$ cat src/rtl/ins_fetch_seq.sv
// Instruction fetch and step sequencer: loadable program buffer feeding the execute
// stage, three step pulses per instruction from a debounced button or an internal timer.
module ins_fetch_seq #(
  parameter int DEPTH     = 16,
  parameter int DB_CYCLES = 4,
  parameter int GAP       = 8,
  localparam int AW       = $clog2(DEPTH),
  localparam int CW       = AW + 1
) (
  input  logic          clk,
  input  logic          rst,
  input  logic          load_en,
  input  logic [15:0]   load_data,
  input  logic          start,
  input  logic          auto_mode,
  input  logic          btn_raw,
  output logic [15:0]   INS,
  output logic          step,
  output logic [AW-1:0] pc,
  output logic [1:0]    phase,
  output logic [CW-1:0] count,
  output logic          full,
  output logic          halted,
  output logic [2:0]    state_dbg
);

  localparam int DBW = $clog2(DB_CYCLES + 1);
  localparam int TW  = $clog2(GAP + 1);

  typedef enum logic [2:0] {
    S_IDLE, S_FETCH, S_SETTLE, S_WAIT, S_PULSE, S_NEXT, S_HALT
  } state_t;

  state_t           state, state_nx;
  logic [15:0]      mem [DEPTH];
  logic             mode_auto;
  logic [TW-1:0]    timer;
  logic             btn_s1, btn_s2, btn_level, press;
  logic [DBW-1:0]   db_cnt;
  logic             load_ok, start_ok, last_instr, wait_done;

  assign full       = (count == CW'(DEPTH));
  assign load_ok    = (state == S_IDLE) && load_en && !full;
  assign start_ok   = start && (((state == S_IDLE) && (count != '0)) || (state == S_HALT));
  assign last_instr = ((CW'(pc) + CW'(1)) == count);
  assign wait_done  = mode_auto ? (timer == TW'(GAP - 1)) : press;
  // Decoded from the state register so an asynchronous reset drops it at once.
  assign step       = (state == S_PULSE);
  assign state_dbg  = state;

  // Accepted level flips only after DB_CYCLES consecutive samples disagree with it.
  always_ff @(posedge clk or negedge rst) begin
    if (!rst) begin
      btn_s1    <= 1'b0;
      btn_s2    <= 1'b0;
      btn_level <= 1'b0;
      db_cnt    <= '0;
      press     <= 1'b0;
    end else begin
      btn_s1 <= btn_raw;
      btn_s2 <= btn_s1;
      press  <= 1'b0;
      if (btn_s2 == btn_level) begin
        db_cnt <= '0;
      end else if (db_cnt == DBW'(DB_CYCLES - 1)) begin
        db_cnt    <= '0;
        btn_level <= btn_s2;
        press     <= btn_s2;
      end else begin
        db_cnt <= db_cnt + DBW'(1);
      end
    end
  end

  // Program storage survives reset.
  always_ff @(posedge clk) begin
    if (load_ok) mem[count[AW-1:0]] <= load_data;
  end

  always_ff @(posedge clk or negedge rst) begin
    if (!rst) state <= S_IDLE;
    else      state <= state_nx;
  end

  always_comb begin
    state_nx = state;
    case (state)
      S_IDLE:   if (start_ok) state_nx = S_FETCH;
      S_FETCH:  state_nx = S_SETTLE;
      S_SETTLE: state_nx = S_WAIT;
      S_WAIT:   if (wait_done) state_nx = S_PULSE;
      S_PULSE:  state_nx = (phase == 2'd2) ? S_NEXT : S_WAIT;
      S_NEXT:   state_nx = last_instr ? S_HALT : S_FETCH;
      S_HALT:   if (start_ok) state_nx = S_FETCH;
      default:  state_nx = S_IDLE;
    endcase
  end

  always_ff @(posedge clk or negedge rst) begin
    if (!rst) begin
      INS       <= '0;
      pc        <= '0;
      phase     <= '0;
      count     <= '0;
      halted    <= 1'b0;
      mode_auto <= 1'b0;
      timer     <= '0;
    end else begin
      timer <= (state == S_WAIT) ? timer + TW'(1) : '0;
      if (load_ok) count <= count + CW'(1);
      // Mode is captured only when a run starts.
      if (start_ok) begin
        pc        <= '0;
        phase     <= '0;
        halted    <= 1'b0;
        mode_auto <= auto_mode;
      end
      case (state)
        S_FETCH: INS <= mem[pc];
        S_PULSE: phase <= (phase == 2'd2) ? 2'd0 : phase + 2'd1;
        S_NEXT: begin
          if (last_instr) halted <= 1'b1;
          else            pc     <= pc + AW'(1);
        end
        default: ;
      endcase
    end
  end

endmodule

$ cat config.mk
export PLATFORM = sky130hd
export DESIGN_NAME = ins_fetch_seq
export DESIGN_NICKNAME = d
export VERILOG_FILES = /design/src/rtl/ins_fetch_seq.sv
export SDC_FILE = /design/constraint.sdc
export NUM_CORES = 1
export LEC_CHECK = 0
export ABC_AREA = 1
export CORE_ASPECT_RATIO = 1.1
export CORE_MARGIN = 3
export CORE_UTILIZATION = 61
export DETAILED_ROUTE_END_ITERATION = 8
export PLACE_DENSITY = 0.88
export SLEW_MARGIN = 20
export SYNTH_ARGS = -nofsm -noshare
export SYNTH_HDL_FRONTEND = slang
export SYNTH_SLANG_ARGS = --single-unit
$ cat constraint.sdc
create_clock -name clk -period 4.1 [get_ports clk]
set_input_delay 0.82 -clock clk [delete_from_list [all_inputs] [get_ports clk]]
set_output_delay 0.82 -clock clk [all_outputs]
set_load 0.1 [all_outputs]
# == Word-level counts from Yosys, hierarchy flattened ==
# Memory sizes are Yosys's and may differ from the RTL's. A register that Yosys moved wholly into a read port is not among the register bits.
# Index checks and enable logic that the tools add are counted.
# totals
reg_bits,27
ram_bits,256
inputBits,22
output_inout_bits,33
wordCells,69
n_memories,1
# op_classes
add_sub_neg,6
eq_ne,14
n_mux,22
bitwise,1
reduce_logical,13
# mem_list
name,words,word_bits,read_ports,rd_clocked_by_memory_dff,write_ports,line,text
mem,16,16,1,1,1,35,logic [15:0] mem [DEPTH];
# ops
op,count
$mux 3,6
$pmux 3 s6,1
$mux 4,4
$eq 3x2->1 const B,3
$eq 3x3->1 const B,3
$add 4x1->4 const B,2
$mux 1,8
$mux 2,3
$add 4x1->5 const B,1
$add 5x1->5 const B,1
$eq 5x5->1,1
$eq 5x5->1 const B,1
$reduce_bool 5->1,1
$eq 4x3->1 const B,1
$logic_and 1x1->1,4
$reduce_and 2->1,2
$add 3x1->3 const B,1
$eq 3x1->1 const B,1
$logic_not 3->1,1
$add 2x1->2 const B,1
$eq 2x2->1 const B,1
$logic_not 1->1,2
$ne 2x1->1 const B,1
$ne 2x2->1 const B,1
5 further kinds,5

# == Logic depth before layout (Yosys ltp) ==
# Gate-level depths: netlist (run 1).
# logic_depth
depth_word,7
mapped_depth,12
ltp_nobuf,12

# == Worst setup path after synthesis (run 1) ==
# Ideal clock, no wire load.
# synth_path
kind,reg-to-reg
from,register count[0]
to,memory mem[12][0] (enable)
setup_ps,317
t_arrival_ps,3194
t_required_ps,3783
path_slack_ps,590
path_stages_with_launch,8
path_buffers,0
synth_period_minus_slack_ps,3510
cell_sequence,dfrtp_1 > inv_1 > ha_1 > nand3_1 > nor2_1 > nor2_4 > nand2_1 > nor2_1
# synth_via
elab_chain_len,5
# synth_rtl
item,line,text
from (decl),21,"output logic [CW-1:0] count,"
from (signal assigned),110,if (load_ok) count <= count + CW'(1);
$eq 5x5->1,42,assign full = (count == CW'(DEPTH));
via full,22,"output logic full,"
$logic_not 1->1,43,assign load_ok = (state == S_IDLE) && load_en && !full;
$logic_and 1x1->1,43,
$mux 1,77,if (load_ok) mem[count[AW-1:0]] <= load_data;
$mux 1 (not written as such),77,
to (decl),35,
# The timed path passes the listed nets, and every way through them passes these cells.

# == Worst setup path after layout (run 1) ==
# layout_path
from,register pc[0]
to,output pc[0]
# layout_rtl
item,line,text
from (decl),19,"output logic [AW-1:0] pc,"
from (signal assigned),123,else pc <= pc + AW'(1);
# No word-level cell between the ends.

==> results of run 1 <==
## sequential cells by signal, indices dropped and copies added (netlist names), 2 cells and up
name / count
state_dbg: 3
phase: 2
INS: 16
pc: 4
timer: 4
db_cnt: 3
count: 5
mem: 256
## per-stage QoR
| stage | instance area, um^2 | hold slack (ns) |
|---|---|---|
| 6_report | 13920 | 0.3686 |
| 3_3_place_gp | 12940 | 0.3370 |
| 2_1_floorplan | 12290 | 0.3312 |
| 4_1_cts | 13920 | 0.3791 |
| 5_1_grt | 13920 | 0.3872 |
| 3_5_place_dp | 12940 | 0.3609 |
## placed cells by master (no fill, tap or decap), drive strengths merged
cell / Yosys / layout
nand2: 371 / 371
edfxtp: 256 / 256
nand3: 227 / 227
clkdlybuf4s50: 0 / 49
dfrtp: 43 / 43
nor2: 32 / 32
clkbuf: 6 / 32
buf: 50 / 26
inv: 24 / 25
o21a: 16 / 16
clkinv: 0 / 11
o21ai: 9 / 9
ha: 7 / 7
xor2: 5 / 5
bufinv: 0 / 5
nand4: 4 / 4
nor3: 4 / 4
xnor2: 2 / 2
diode: 0 / 1
a21oi: 1 / 1
o31ai: 1 / 1
nand3b: 1 / 1
a31oi: 1 / 1
clkinvlp: 0 / 1
## worst paths after layout
path | startpoint | to | slack, ns | cells past startpoint
max | pc[0]$_DFF_PN0_ | pc[0] | 0.78 | 1
min | btn_s1$_DFF_PN0_ | btn_s2$_DFF_PN0_ | 0.37 | 0
max reg2reg | pc[0]$_DFF_PN0_ | INS[1]$_DFFE_PN0N_ | 1.33 | 8
min reg2reg | btn_s1$_DFF_PN0_ | btn_s2$_DFF_PN0_ | 0.37 | 0
max in group asynchronous | rst | pc[0]$_DFF_PN0_ | 3.01 | 1
min in group asynchronous | rst | INS[2]$_DFFE_PN0N_ | 0.40 | 1
## cells by family after synthesis
logic type | share of synthesized area
AND/OR/NAND/NOR | 0.2225
flip-flops | 0.7131
buffers and inverters | 0.03737
AO/OA/AOI/OAI | 0.01497
XOR/XNOR | 0.004989
adder cells (fa/ha/maj) | 0.007127
## metal layers
layer  vias to the layer above  part of all wire
met2                       612              0.50
met3                        95              0.11
met5                         -                 0
li1                       3776                 -
met1                      4042              0.36
met4                         0             0.039
## power by group through the flow
stage | combinational [mW] | sequential, mW | clock [mW]
2_1_floorplan | 0.0252 | 3.39 | 0
3_3_place_gp | 0.0979 | 3.39 | 0
3_5_place_dp | 0.102 | 3.39 | 0
4_1_cts | 0.103 | 3.32 | 2.74
5_1_grt | 0.114 | 3.33 | 2.86
6_report | 0.102 | 3.32 | 2.73
## worst register-to-register path, stage by stage (launching register included)
cell,delay [ns]
dfrtp_4,0.70
buf_4,0.88
nand2_1,0.28
nand3_1,0.18
nand3_1,0.13
nand2_1,0.12
nand2_1,0.07
nand3_1,0.19
o21a_1,0.14
## final cells by class
cell class	instances	area, um^2
clock inverter	18	242.7
sequential	299	8768
clock buffer	32	737.0
antenna	1	2.502
fill	1210	5507
inverter	24	95.09
tap	247	309.0
timing repair buffer	75	695.7
multi-input combinational	681	3073
==> results.toml, run 1 <==
[run_status]
status = "finished clean"

[synth]
synth_cell_types = 30
async_reset_ff_frac = 0.1438
syn_area_per_cell_um2 = 11.59
synth_top_area_cell = "edfxtp_1"
yosysSeqAreaShare = 0.7131
synthTopCellsByCount = "369 x nand2_1, 256 x edfxtp_1, 227 x nand3_1, 43 x dfrtp_1, 29 x nor2_1"
synth.top_cell.area_share = 0.6255
synth_nets = 1089
yosys-top-cells-area = "edfxtp_1 63%, nand2_1 11%, nand3_1 9.2%"
syn_area_mm2 = 0.01229
synth_ff_type = "edfxtp_1"
syn_inst = 1060
synth_edf_count = 256
synth_warnings = 0
synth-seq-cells = 299
synth.most_common_cell = "nand2_1"

[clocking]
cts.path.max_buffers = 3
post-cts-setup-buffers = 0
cts_root_buffer = "clkbuf_16"
path_clk_slew_ns = 0.06
cts-resized-gates = 0
cts_tree = "yes"
clock-sinks = 299
cts_htree_levels = 1
insertion_delay_ns = 0.57
cts_hold_buf = 0
numCtsBuffers = 29

[timing]
fin_skew_ns = 0.03570
fin_crit_sh = 0.8088
finalCriticalPeriod_ns = 3.316
final-setup-viol-count = 0
setup_ws_ns = 0.7840
finalHoldViolations = 0
rsz0062_at_grt = "no"
tightest_slew_ns = 1.063
fmax_ghz = 0.3016
slew_viol_final = 0
slew_headroom = 0.2914
fin_setup_tns_ns = 0

[global_route]
grt_use_met2 = 0.4536
gr-usage-met3 = 0.04427
antenna_found_initial = 0
grt_pass1_wl_mm = 45.72
gr-total-overflow = 0
grt_pass1_vias = 8245
grt_max_degree = 122
met1_usage = 0.3610
grt-busiest-layer = "met2"
grt_use_total = 0.2708

[worst_setup_path]
critPathBufInv = 1
crit_arrival_ns = 2.50
worstPathRequired_ns = 3.28
worst_setup_path_start_kind = "flop"
cp_top_family = "buffers and inverters"
crit_chain = "clkdlybuf4s50_1"
slowest_stage = "clkdlybuf4s50_1"
endpoint_kind = "primary output"
cpPeakStageDelay_ns = 1.22
crit_type = "flop to primary output"
crit_path_max_fanout = 37

[route]
wire_per_inst_um = 21.23
dr.pass1.iters = 5
drcViolationCount = 0
viasPerCell = 6.191
drtIter0Drc = 1188
finalWirelength_mm = 29.24
vias = 8525
ant_nets = 0

[die]
start_util = 0.6325
die_h_um = 154.9
ioPinCount = 55
die-area_mm2 = 0.02189
fp-row-count = 53
core_mm2 = 0.01943
die_w_um = 141.3

[pwr]
switching_share = 0.1938
power_leakage_nw = 5.235
power_density_mw_per_mm2 = 442.0
vdd_drop_max_v = 0.0004393
combPwrFrac = 0.017
pwr-share-seq = 0.540
switchingPower_mw = 1.193
intPower_mw = 4.962
fin_total_pwr_mw = 6.155
p_clk_frac = 0.443

[layout]
finish.utilization = 0.7166
area_growth_pct = 13.30
stdcell_count = 1377
drive_gt1_frac = 0.07440
nets = 1139

[placed_design]
pre_cts_ws_ns = 1.107
portBuffers = 54
place_congestion = 0.8595
place_inst = 1326
dp_hpwl_mm = 17.26

[job]
cap_violations = 0

[hold_path]
hp-class = "flop to flop"
(Power assumes the default switching activity.)
==> inputs of run 2 (changes only) <==
Settings changed: CORE_UTILIZATION 61 to 60, PLACE_DENSITY 0.88 to 0.87.
Clock period 4.1 ns to 3.1 ns, I/O delays scaled along.
==> run 2 against run 1 <==
First-iteration DRC count fell by 8.2%. Critical endpoint is now full. Wire length is 0.23% lower. Register-to-register slack got worse by 0.59 ns.
==> results.toml, run 2 (same netlist as run 1, synthesis figures left out) <==
[run_status]
status = "finished clean"

[pwr]
power_density_mw_per_mm2 = 581.1
pwr-share-seq = 0.544
power_leakage_nw = 5.269
switching_share = 0.1877
switchingPower_mw = 1.516
intPower_mw = 6.562
p_clk_frac = 0.438
vdd_drop_max_v = 0.0004639
combPwrFrac = 0.018

[die]
start_util = 0.6145
die_w_um = 142.5
die_h_um = 156.1
core_mm2 = 0.02000
fp-row-count = 54
die-area_mm2 = 0.02224
ioPinCount = 55

[worst_setup_path]
cp_top_family = "flip-flops"
worstPathRequired_ns = 2.48
endpoint_kind = "primary output"
crit_type = "flop to primary output"
critPathBufInv = 2
crit_chain = "inv_1 -> ha_1 -> nand3_1 -> nor2_2 -> buf_4"
slowest_stage = "dfrtp_2"
crit_path_max_fanout = 7
cpPeakStageDelay_ns = 0.46
worst_setup_path_start_kind = "flop"
crit_arrival_ns = 1.97

[route]
finalWirelength_mm = 29.17
dr.pass1.iters = 5
ant_nets = 0
viasPerCell = 6.018
vias = 8353
drcViolationCount = 0
drtIter0Drc = 1091
wire_per_inst_um = 21.02

[clocking]
insertion_delay_ns = 0.54
cts_root_buffer = "clkbuf_16"
cts_tree = "yes"
cts_htree_levels = 1
path_clk_slew_ns = 0.06
cts_hold_buf = 0
cts.path.max_buffers = 3
clock-sinks = 299
post-cts-setup-buffers = 0
numCtsBuffers = 29
cts-resized-gates = 0

[timing]
finalHoldViolations = 0
fin_crit_sh = 0.8356
fin_setup_tns_ns = 0
tightest_slew_ns = 0.9875
fin_skew_ns = 0.01318
finalCriticalPeriod_ns = 2.590
setup_ws_ns = 0.5097
rsz0062_at_grt = "no"
final-setup-viol-count = 0
slew_viol_final = 0
fmax_ghz = 0.3861
slew_headroom = 0.3417

[job]
cap_violations = 0

[layout]
finish.utilization = 0.6951
nets = 1143
final_cell_mix = "369 x nand2_1, 256 x edfxtp_1, 227 x nand3_1"
largest_reg_flops = 256
stdcell_count = 1388
area_growth_pct = 13.12
layout_commonest_cell = "nand2_1"
diodes = 0
fin_area_mm2 = 0.01390
drive_gt1_frac = 0.1012
num-fill-cells = 1320

[global_route]
grt_pass1_vias = 8139
grt_use_total = 0.2664
grt_pass1_wl_mm = 45.16
grt_max_degree = 120
gr-total-overflow = 0
antenna_found_initial = 0

[placed_design]
pre_cts_ws_ns = 0.5017
portBuffers = 54
place_inst = 1335
dp_hpwl_mm = 17.69
placed_area_mm2 = 0.01295
place_congestion = 0.9539

[hold_path]
hp-class = "input port to asynchronous set/reset pin"
[run 2: path summary, 6_finish.rpt]
kind / depth (start not counted) / slack (ns) / endpoint / start
worst min register to register: 0 / 0.35 / btn_s2$_DFF_PN0_ / btn_s1$_DFF_PN0_
worst min-delay path: 1 / 0.25 / INS[6]$_DFFE_PN0N_ / rst
worst max-delay path: 5 / 0.51 / full / count[0]$_DFFE_PN0P_
max in group asynchronous: 1 / 2.14 / pc[0]$_DFF_PN0_ / rst
worst max register to register: 8 / 0.74 / mem[13][9]$_DFFE_PP_ / count[0]$_DFFE_PN0P_
min in group clk: 0 / 0.35 / btn_s2$_DFF_PN0_ / btn_s1$_DFF_PN0_
[run 2: power groups by stage]
stage | sequential (mW) | clock [mW] | combinational, mW
2_1_floorplan | 4.48 | 0 | 0.0333
3_3_place_gp | 4.48 | 0 | 0.134
3_5_place_dp | 4.48 | 0 | 0.145
4_1_cts | 4.40 | 3.57 | 0.146
5_1_grt | 4.40 | 3.75 | 0.160
6_report | 4.40 | 3.54 | 0.146
[run 2: layout make-up]
cell class | count | area, um^2 | share of cell area
Clock buffer | 46 | 819.5 | 0.05895
Clock inverter | 7 | 135.1 | 0.009720
Inverter | 24 | 92.59 | 0.006660
Multi-Input combinational cell | 681 | 3078 | 0.2214
Sequential cell | 299 | 8771 | 0.6309
Tap cell | 252 | 315.3 | 0.02268
Timing Repair Buffer | 79 | 690.7 | 0.04968
[run 2: worst register-to-register path: cells and delay by family (launching register included)]
family        cells  cell delay [ns]
simple gates      5             1.00
flops             1             0.43
buf+inv           2             0.38
fa+ha+maj         1             0.25
[run 2: metal layers]
layer / global-route usage / up-vias / part of all wire
li1: - / 3774 / -
met1: 0.3527 / 3958 / 0.36
met2: 0.4443 / 528 / 0.48
met3: 0.04690 / 93 / 0.11
met4: 0.1032 / 0 / 0.047
met5: 0 / - / 0
[run 2: through the flow]
step                      power, mW  hold slack [ns]
after floorplan               4.512           0.3244
after global placement        4.614           0.3350
after detailed placement      4.627           0.3411
after CTS                     8.110           0.2580
after global routing          8.306           0.3047
final                         8.079           0.2453
==> inputs of run 3 (changes only) <==
Clock period 3.1 ns to 2.7 ns, I/O delays scaled along.
==> run 3 against run 2 <==
Register-to-register slack got worse by 0.38 ns. Combinational power up 28%. Global-route usage rose by 1.9 points. Die area unchanged. Worst setup slack got worse by 0.32 ns. Clock power up 6%. Clock skew grew 0.0054 ns. Wire length is 7.4% higher. Design area is 0.86% higher. Critical path type unchanged. Largest power group unchanged. Highest routed layer unchanged.
==> results.toml, run 3 (same netlist as run 1, synthesis figures left out) <==
[hold_path]
hp-class = "input port to asynchronous set/reset pin"

[global_route]
gr-total-overflow = 0
grt-busiest-layer = "met2"
grt_use_met2 = 0.4693
grt_pass1_wl_mm = 47.75
grt_pass1_vias = 8600
gr-usage-met3 = 0.04844
grt_max_degree = 132
antenna_found_initial = 0
grt_use_total = 0.2856
met1_usage = 0.3587

[route]
drcViolationCount = 0
viasPerCell = 6.096
wire_per_inst_um = 22.40
vias = 8529
dr.pass1.iters = 6
ant_nets = 0
drtIter0Drc = 1091
finalWirelength_mm = 31.34

[worst_setup_path]
crit_path_start = "count[0]$_DFFE_PN0P_"
crit_type = "flop to primary output"
endpoint_kind = "primary output"
r2r_setup_slack_ns = 0.36
crit_path_max_fanout = 7
worstPathRequired_ns = 2.16
crit_arrival_ns = 1.98
r2r_end = "mem[8][11]$_DFFE_PP_"
ff2ff_path_depth = 8
r2r_start = "count[0]$_DFFE_PN0P_"
endpoint = "full"
worst_setup_path_start_kind = "flop"

[timing]
fin_crit_sh = 0.9315
tightest_slew_ns = 0.9237
final-setup-viol-count = 0
hold_slack_ns = 0.1396
rsz0062_at_grt = "no"
finalCriticalPeriod_ns = 2.515
setup_ws_ns = 0.1849
fin_skew_ns = 0.01862
fin_setup_tns_ns = 0
slew_viol_final = 0
fmax_ghz = 0.3976
finalHoldViolations = 0
slew_headroom = 0.3842

[pwr]
combPwrFrac = 0.021
intPower_mw = 7.236
p_clk_frac = 0.417
power_leakage_nw = 5.311
vdd_drop_max_v = 0.0007244
power_density_mw_per_mm2 = 640.0
pwr-share-seq = 0.562
switchingPower_mw = 1.739
fin_total_pwr_mw = 8.975
switching_share = 0.1937

[layout]
stdcell_count = 1399
layout_commonest_cell = "nand2_1"
final_cell_mix = "369 x nand2_1, 256 x edfxtp_1, 227 x nand3_1"
fin_area_mm2 = 0.01402
nets = 1160
diodes = 0
largest_reg_flops = 256
drive_gt1_frac = 0.1229
finish.utilization = 0.7011
area_growth_pct = 14.10

[die]
die_h_um = 156.1
core_mm2 = 0.02000
ioPinCount = 55
fp-row-count = 54
start_util = 0.6145
die_w_um = 142.5
die-area_mm2 = 0.02224

[placed_design]
place_congestion = 0.9427
pre_cts_ws_ns = 0.2511
placed_area_mm2 = 0.01316
dp_hpwl_mm = 20.18
portBuffers = 54
place_inst = 1352

[clocking]
cts.path.max_buffers = 3
cts_hold_buf = 0
post-cts-setup-buffers = 0
path_clk_slew_ns = 0.06
numCtsBuffers = 29
cts_tree = "yes"
clock-sinks = 299
insertion_delay_ns = 0.54
cts-resized-gates = 0
cts_htree_levels = 1
cts_root_buffer = "clkbuf_16"

[job]
cap_violations = 0

[run_status]
status = "finished clean"
## run 3: routing by layer
layer	vias to the layer above	wire, um
li1	3813	-
met1	4035	11130
met2	562	15220
met3	119	2965
met4	0	2023
met5	-	0
## run 3: area by class of cell
cell class                 instances  area (um^2)
clock inverter                    11        107.6
inverter                          24        92.59
multi-input combinational        681         3113
tap                              252        315.3
timing repair buffer              96        868.3
fill                            1321         5977
sequential                       299         8773
clock buffer                      36        752.0
## run 3: how the worst min path moves through the flow
stage                         endpoint  slack [ns]  depth (start not counted)
floorplan           INS[0]$_DFFE_PN0N_        0.24                          0
global placement      btn_s2$_DFF_PN0_        0.33                          0
detailed placement    btn_s2$_DFF_PN0_        0.34                          0
CTS                 INS[2]$_DFFE_PN0N_        0.16                          1
global route        INS[9]$_DFFE_PN0N_        0.20                          1
finish              INS[2]$_DFFE_PN0N_        0.14                          1
## run 3: worst max-delay path, cell delays in order (launching register included)
cell and delay, ns:
dfrtp_2 0.45, inv_1 0.13, ha_1 0.26, nand3_1 0.19, nor2_4 0.19, buf_12 0.20
## run 3: power groups by stage
stage	clock network (mW)	registers [mW]	logic [mW]
after floorplan	0	5.14	0.0383
after global placement	0	5.14	0.176
after detailed placement	0	5.14	0.185
after CTS	3.77	5.05	0.186
after global routing	3.99	5.05	0.200
final	3.74	5.05	0.187
